## src/rtl/pipeline_decode.sv

```systemverilog
// RV32I ID stage: decode, 32x32 register file with write-through, immediate generation,
// load-use stall detection and flush, registered into the ID/EX boundary.
module pipeline_decode #(
  parameter int XLEN     = 32,
  parameter int NUM_REGS = 32
) (
  input  logic            clk_i,
  input  logic            reset_i,
  input  logic            valid_i,
  input  logic [31:0]     instruction_i,
  input  logic [XLEN-1:0] pc_i,
  input  logic            flush_i,
  input  logic            wb_we_i,
  input  logic [4:0]      wb_rd_i,
  input  logic [XLEN-1:0] wb_data_i,
  output logic            stall_o,
  output logic            valid_o,
  output logic [XLEN-1:0] pc_o,
  output logic [XLEN-1:0] rs1_data_o,
  output logic [XLEN-1:0] rs2_data_o,
  output logic [XLEN-1:0] imm_o,
  output logic [4:0]      rd_o,
  output logic [2:0]      funct3_o,
  output logic            funct7b5_o,
  output logic            reg_write_o,
  output logic            mem_read_o,
  output logic            mem_write_o,
  output logic            branch_o,
  output logic            jump_o,
  output logic            jalr_o,
  output logic            alu_src_imm_o,
  output logic            illegal_o
);

  localparam logic [6:0] OP_LUI    = 7'b0110111;
  localparam logic [6:0] OP_AUIPC  = 7'b0010111;
  localparam logic [6:0] OP_JAL    = 7'b1101111;
  localparam logic [6:0] OP_JALR   = 7'b1100111;
  localparam logic [6:0] OP_BRANCH = 7'b1100011;
  localparam logic [6:0] OP_LOAD   = 7'b0000011;
  localparam logic [6:0] OP_STORE  = 7'b0100011;
  localparam logic [6:0] OP_OPIMM  = 7'b0010011;
  localparam logic [6:0] OP_OP     = 7'b0110011;

  logic [XLEN-1:0] regs [NUM_REGS];

  logic [6:0] opcode;
  logic [4:0] rs1, rs2, rd;
  assign opcode = instruction_i[6:0];
  assign rd     = instruction_i[11:7];
  assign rs1    = instruction_i[19:15];
  assign rs2    = instruction_i[24:20];

  logic            reg_write_d, mem_read_d, mem_write_d, branch_d;
  logic            jump_d, jalr_d, alu_src_d, illegal_d, use_rs1, use_rs2;
  logic [XLEN-1:0] imm_d;

  always_comb begin
    reg_write_d = 1'b0;
    mem_read_d  = 1'b0;
    mem_write_d = 1'b0;
    branch_d    = 1'b0;
    jump_d      = 1'b0;
    jalr_d      = 1'b0;
    alu_src_d   = 1'b0;
    illegal_d   = 1'b0;
    use_rs1     = 1'b0;
    use_rs2     = 1'b0;
    imm_d       = '0;
    case (opcode)
      OP_LUI, OP_AUIPC: begin
        imm_d       = XLEN'($signed({instruction_i[31:12], 12'b0}));
        reg_write_d = 1'b1;
        alu_src_d   = 1'b1;
      end
      OP_JAL: begin
        imm_d       = XLEN'($signed({instruction_i[31], instruction_i[19:12], instruction_i[20],
                                     instruction_i[30:21], 1'b0}));
        reg_write_d = 1'b1;
        jump_d      = 1'b1;
        alu_src_d   = 1'b1;
      end
      OP_JALR: begin
        imm_d       = XLEN'($signed(instruction_i[31:20]));
        reg_write_d = 1'b1;
        jump_d      = 1'b1;
        jalr_d      = 1'b1;
        alu_src_d   = 1'b1;
        use_rs1     = 1'b1;
      end
      OP_BRANCH: begin
        imm_d    = XLEN'($signed({instruction_i[31], instruction_i[7], instruction_i[30:25],
                                  instruction_i[11:8], 1'b0}));
        branch_d = 1'b1;
        use_rs1  = 1'b1;
        use_rs2  = 1'b1;
      end
      OP_LOAD: begin
        imm_d       = XLEN'($signed(instruction_i[31:20]));
        reg_write_d = 1'b1;
        mem_read_d  = 1'b1;
        alu_src_d   = 1'b1;
        use_rs1     = 1'b1;
      end
      OP_STORE: begin
        imm_d       = XLEN'($signed({instruction_i[31:25], instruction_i[11:7]}));
        mem_write_d = 1'b1;
        alu_src_d   = 1'b1;
        use_rs1     = 1'b1;
        use_rs2     = 1'b1;
      end
      OP_OPIMM: begin
        imm_d       = XLEN'($signed(instruction_i[31:20]));
        reg_write_d = 1'b1;
        alu_src_d   = 1'b1;
        use_rs1     = 1'b1;
      end
      OP_OP: begin
        reg_write_d = 1'b1;
        use_rs1     = 1'b1;
        use_rs2     = 1'b1;
      end
      default: illegal_d = 1'b1;
    endcase
    if (rd == 5'd0) reg_write_d = 1'b0;
  end

  // Write-through: a writeback to the register being read this cycle is seen immediately.
  logic [XLEN-1:0] rs1_val, rs2_val;
  assign rs1_val = (rs1 == 5'd0) ? '0 :
                   (wb_we_i && wb_rd_i == rs1) ? wb_data_i : regs[rs1];
  assign rs2_val = (rs2 == 5'd0) ? '0 :
                   (wb_we_i && wb_rd_i == rs2) ? wb_data_i : regs[rs2];

  logic hazard, kill;
  assign hazard  = valid_o && mem_read_o && (rd_o != 5'd0) &&
                   ((use_rs1 && rs1 == rd_o) || (use_rs2 && rs2 == rd_o));
  assign stall_o = valid_i && hazard;
  assign kill    = flush_i || stall_o || !valid_i;

  always_ff @(posedge clk_i) begin
    if (reset_i) begin
      for (int i = 0; i < NUM_REGS; i++) regs[i] <= '0;
      valid_o       <= 1'b0;
      pc_o          <= '0;
      rs1_data_o    <= '0;
      rs2_data_o    <= '0;
      imm_o         <= '0;
      rd_o          <= '0;
      funct3_o      <= '0;
      funct7b5_o    <= 1'b0;
      reg_write_o   <= 1'b0;
      mem_read_o    <= 1'b0;
      mem_write_o   <= 1'b0;
      branch_o      <= 1'b0;
      jump_o        <= 1'b0;
      jalr_o        <= 1'b0;
      alu_src_imm_o <= 1'b0;
      illegal_o     <= 1'b0;
    end else begin
      if (wb_we_i && wb_rd_i != 5'd0) regs[wb_rd_i] <= wb_data_i;
      // Datapath fields latch every cycle; they are don't-care whenever valid_o is low.
      pc_o          <= pc_i;
      rs1_data_o    <= rs1_val;
      rs2_data_o    <= rs2_val;
      imm_o         <= imm_d;
      rd_o          <= rd;
      funct3_o      <= instruction_i[14:12];
      funct7b5_o    <= instruction_i[30];
      valid_o       <= !kill;
      reg_write_o   <= reg_write_d && !kill;
      mem_read_o    <= mem_read_d  && !kill;
      mem_write_o   <= mem_write_d && !kill;
      branch_o      <= branch_d    && !kill;
      jump_o        <= jump_d      && !kill;
      jalr_o        <= jalr_d      && !kill;
      alu_src_imm_o <= alu_src_d   && !kill;
      illegal_o     <= illegal_d   && !kill;
    end
  end

endmodule

```

## config.mk

```make
export PLATFORM = sky130hd
export DESIGN_NAME = pipeline_decode
export DESIGN_NICKNAME = d
export VERILOG_FILES = /design/src/rtl/pipeline_decode.sv
export SDC_FILE = /design/constraint.sdc
export NUM_CORES = 2
export LEC_CHECK = 0
export BUFFER_PORTS_ARGS = -buffer_cell sky130_fd_sc_hd__buf_2
export CAP_MARGIN = 25
export CORE_AREA = 2 2 249 497
export DETAILED_ROUTE_END_ITERATION = 8
export DIE_AREA = 0 0 251 499
export PLACE_DENSITY = 0.79
export RECOVER_POWER = 100
export SETUP_SLACK_MARGIN = 0.1
export SLEW_MARGIN = 30
export SYNTH_ARGS = -nofsm -noshare
export SYNTH_HDL_FRONTEND = slang
export SYNTH_SLANG_ARGS = --single-unit
```

## constraint.sdc

```tcl
create_clock -name clk_i -period 2 [get_ports clk_i]
set_clock_uncertainty 0.2 [all_clocks]
set_input_delay 0.2 -clock clk_i [delete_from_list [all_inputs] [get_ports clk_i]]
set_output_delay 0.2 -clock clk_i [all_outputs]
set_load 0.03 [all_outputs]
```

==> reports/results.md <==
| Item | This run | Unit |
| --- | --- | --- |
| Status | finished, violations left | - |
| Failing checks | negative setup slack | - |
| HPWL Detailed | 158000 | um |
| Final core utilization | 60.3 | % |
| Area grow syn2layout | 21.1 | % |
| Largest area contributor in the synthesized netlist | sky130_fd_sc_hd__edfxtp_1 | - |
| Classification of the worst-slack hold path | primary input to register | - |
| Minimum clock period | 2.48 | ns |
| Maximum clock frequency | 0.403 | GHz |
| Critical path capture point type | primary output | - |
| Pre-CTS setup slack | -0.766 | ns |
| Number of global-route vias before repair | 48.5k | - |
| Unrepaired setup endpoints after global routing | yes | - |
| Count of input and output buffers | 252 | - |
| Worst setup SP type | register | - |
| Die footprint | 125000 | um^2 |
| EDFF count, synth | 1024 | - |
| First-pass GRT wire length | 339000 | um |
| Final setup violating endpoints | 782 | - |
| Leading register cell type out of synthesis | sky130_fd_sc_hd__edfxtp_1 | - |
| Distinct cell type count after synthesis | 52 | - |
| Maximum number of pins on one net before global-route repair | 49 | - |
| Post-route worst setup slack | -0.479 | ns |
| CTS Buffer Depth | 3 | - |
| Proportion of register bits with asynchronous set or reset after synthesis | 0 | % |
| Remaining routing DRC violations | 0 | - |
| Final cell area excluding filler cells | 73200 | um^2 |
| Slew of the pin with the lowest slew margin | 0.965 | ns |
| Total wire length after detailed routing | 243000 | um |
| Via count | 47.7k | - |
| Root buf cell | sky130_fd_sc_hd__clkbuf_16 | - |
| Number of nets in the layout | 5408 | - |
| Power after layout | 59.3 | mW |
| Summed instance area of the synthesized netlist | 60400 | um^2 |
| Worst setup path class | register to primary output | - |
| Leftover overflow at the end of global routing | 0 | - |
| Number of antenna violations at the first check in global routing | 28 | - |
| Avg Vias per Cell | 6.85 | - |
| Final GP Congestion | 0.993 | - |
| Top Ports | 253 | - |
| Global-route usage over all layers | 38.3 | % |
| Total iterations of the first detailed-routing run | 8 | - |
| Maximum fanout encountered on the critical timing path | 3 | - |
| Number of DRC violations after detailed-routing iteration 0 | 6686 | - |
| Final Hold Vio Count | 0 | - |
| Num CTS Buffers | 100 | - |
| Worst-skew pair later-pin latency | 0.74 | ns |
| Proportion of layout cells with a drive suffix above 1 | 21.2 | % |
| CTS Sinks | 1170 | - |
| Maximum level of the CTS H-tree | 3 | - |
| Horizontal extent of the die | 251 | um |
| Seq/Total Area, Yosys | 55.8 | % |
| Average wire per cell in the routed design | 34.9 | um |
| Relative slew slack | 35.7 | % |
| Initial cell density of the core | 49.8 | % |
| Final Slew Violations | 0 | - |
| Die boundary height | 499 | um |
| Count of yosys warnings during synthesis | 0 | - |
| Top area cells in the synthesized netlist | sky130_fd_sc_hd__edfxtp_1 (51%), sky130_fd_sc_hd__mux2i_1 (13%), sky130_fd_sc_hd__and2_1 (10%) | - |
| Count of standard-cell rows | 181 | - |
| Worst slack on hold paths | 0.0217 | ns |
| Power per unit of standard cell area | 811 | nW/um^2 |
| Share of the synthesized area in the top cell type | 50.9 | % |
| Post-detailed-placement cell area | 68600 | um^2 |
| Synth Register Bits | 1170 | - |
| Number of routed nets with antenna violations | 0 | - |
| Mean instance size in the synthesized netlist | 12.9 | um^2 |
| Core region area | 121000 | um^2 |
| Clk slew on worst S/H paths | 0.07 | ns |
| Max VDD drop | 617 | uV |
| TritonCTS clock tree | yes | - |
| Critical path data required time | 1.60 | ns |
| Post-route clock period utilization | 124 | % |
| Endpoint arrival time on the critical path | 2.08 | ns |
| Synthesized instance count | 4687 | - |
| Maxcap violations | 0 | - |
| Static Leakage | 27.9 | nW |
[Yosys cell counts, drive strengths merged, types with 8 or more instances]
| master | count |
|---|---|
| mux2i | 802 |
| or2 | 36 |
| nand4 | 20 |
| a22oi | 376 |
| o22ai | 22 |
| o311a | 18 |
| mux4 | 118 |
| edfxtp | 1024 |
| nor3 | 17 |
| xor2 | 14 |
| o22a | 29 |
| nand3 | 44 |
| o31ai | 47 |
| o21ai | 8 |
| a21oi | 200 |
| mux2 | 45 |
| dfxtp | 146 |
| nor2 | 48 |
| clkbuf | 292 |
| a31oi | 22 |
| and2 | 1004 |
| buf | 190 |
| or4 | 38 |
| nand2 | 33 |
| nor2b | 49 |
[layout make-up]
type                       count  area [um^2]
antenna                       22         55.1
clock buffer                 113         2620
clock inverter                77         1030
fill                        9131        48200
inverter                       2         7.51
multi-input combinational   3064        25100
sequential                  1170        33700
tap                         1555         1950
timing repair buffer         964         8750
[layer usage]
metal / track usage [%] / routed length, um / up-vias
li1: - / - / 18700
met1: 41.2 / 72500 / 23200
met2: 62.0 / 114000 / 4261
met3: 10.6 / 30300 / 1482
met4: 33.4 / 26300 / 20
met5: 0 / 117 / -
[worst max-delay path, stage by stage, from the launching register on]
cell and delay [ns]:
sky130_fd_sc_hd__dfxtp_2 0.34, sky130_fd_sc_hd__buf_6 0.12, sky130_fd_sc_hd__xor2_2 0.14, sky130_fd_sc_hd__nor4_2 0.21, sky130_fd_sc_hd__nand3_1 0.17, sky130_fd_sc_hd__a21oi_4 0.21
sky130_fd_sc_hd__buf_6 0.15
[what timing repair did]
action | in CTS | in global routing
endpoints found under the setup margin | 22 | 106
endpoints found under the hold margin | 1131 | 10
hold buffers | 122 | 4
pin swaps | 16 | 42
resized for setup | 28 | 91
gates cloned | 0 | 0
buffers inserted | 4 | 9
[path summary, 6_finish.rpt]
check,start,end,slack (ns),depth (start not counted)
setup reg to reg,rd_o[2]$_SDFF_PP0_,illegal_o$_SDFF_PP0_,-0.14,7
setup / recovery,rd_o[3]$_SDFF_PP0_,stall_o,-0.48,6
hold reg to reg,regs[20][0]$_SDFFCE_PN0P_,rs2_data_o[0]$_SDFF_PP0_,0.69,4
hold / removal,instruction_i[0],imm_o[5]$_SDFF_PP0_,0.02,5
[registers in the layout, indices dropped and copies added (netlist names), 3 cells and up]
signal      cells
imm_o          32
funct3_o        3
rd_o            5
regs         1024
rs2_data_o     32
rs1_data_o     32
pc_o           32
[logic make-up after synthesis]
kind of cell           synth area share (%)
buffers and inverters                  3.85
XOR/XNOR                              0.290
AND/OR/NAND/NOR                        13.3
other                               0.00621
multiplexers                           18.5
flip-flops                             55.8
AO/OA/AOI/OAI                          8.26
[metrics by stage]
stage | std cells | TNS (ns)
floorplan | 4718 | -1.74
finish | 6967 | -44.95
global route | 6949 | -44.06
CTS | 6935 | -2.71
detailed placement | 6619 | -316.88
global placement | 6619 | -274.72
[layout by cell type, fill, tap and decap left out, types with 20 or more instances in the layout]
master / instances
sky130_fd_sc_hd__a22oi_1: 367
sky130_fd_sc_hd__nor2_1: 40
sky130_fd_sc_hd__mux2i_1: 799
sky130_fd_sc_hd__edfxtp_1: 1024
sky130_fd_sc_hd__or4_1: 31
sky130_fd_sc_hd__o22ai_1: 22
sky130_fd_sc_hd__diode_2: 22
sky130_fd_sc_hd__o31ai_1: 46
sky130_fd_sc_hd__mux4_2: 118
sky130_fd_sc_hd__dlygate4sd3_1: 117
sky130_fd_sc_hd__clkbuf_4: 28
sky130_fd_sc_hd__buf_4: 322
sky130_fd_sc_hd__conb_1: 32
sky130_fd_sc_hd__bufinv_16: 20
sky130_fd_sc_hd__buf_12: 163
sky130_fd_sc_hd__dfxtp_1: 136
sky130_fd_sc_hd__mux2_2: 45
sky130_fd_sc_hd__and2_1: 732
sky130_fd_sc_hd__clkbuf_1: 154
sky130_fd_sc_hd__o22a_1: 26
sky130_fd_sc_hd__nand4_1: 20
sky130_fd_sc_hd__clkbuf_16: 102
sky130_fd_sc_hd__clkbuf_2: 54
sky130_fd_sc_hd__nor2b_1: 44
sky130_fd_sc_hd__nand3_1: 43
sky130_fd_sc_hd__and2_0: 270
sky130_fd_sc_hd__buf_2: 106
sky130_fd_sc_hd__a21oi_1: 184
sky130_fd_sc_hd__nand2_1: 32
[power by group]
group | internal [mW] | leakage, nW | switching [mW]
clock network | 12.3 | 1.78 | 9.71
registers | 27.9 | 11.0 | 0.917
logic | 3.41 | 15.2 | 5.10
Power figures use the tool's default switching activity.
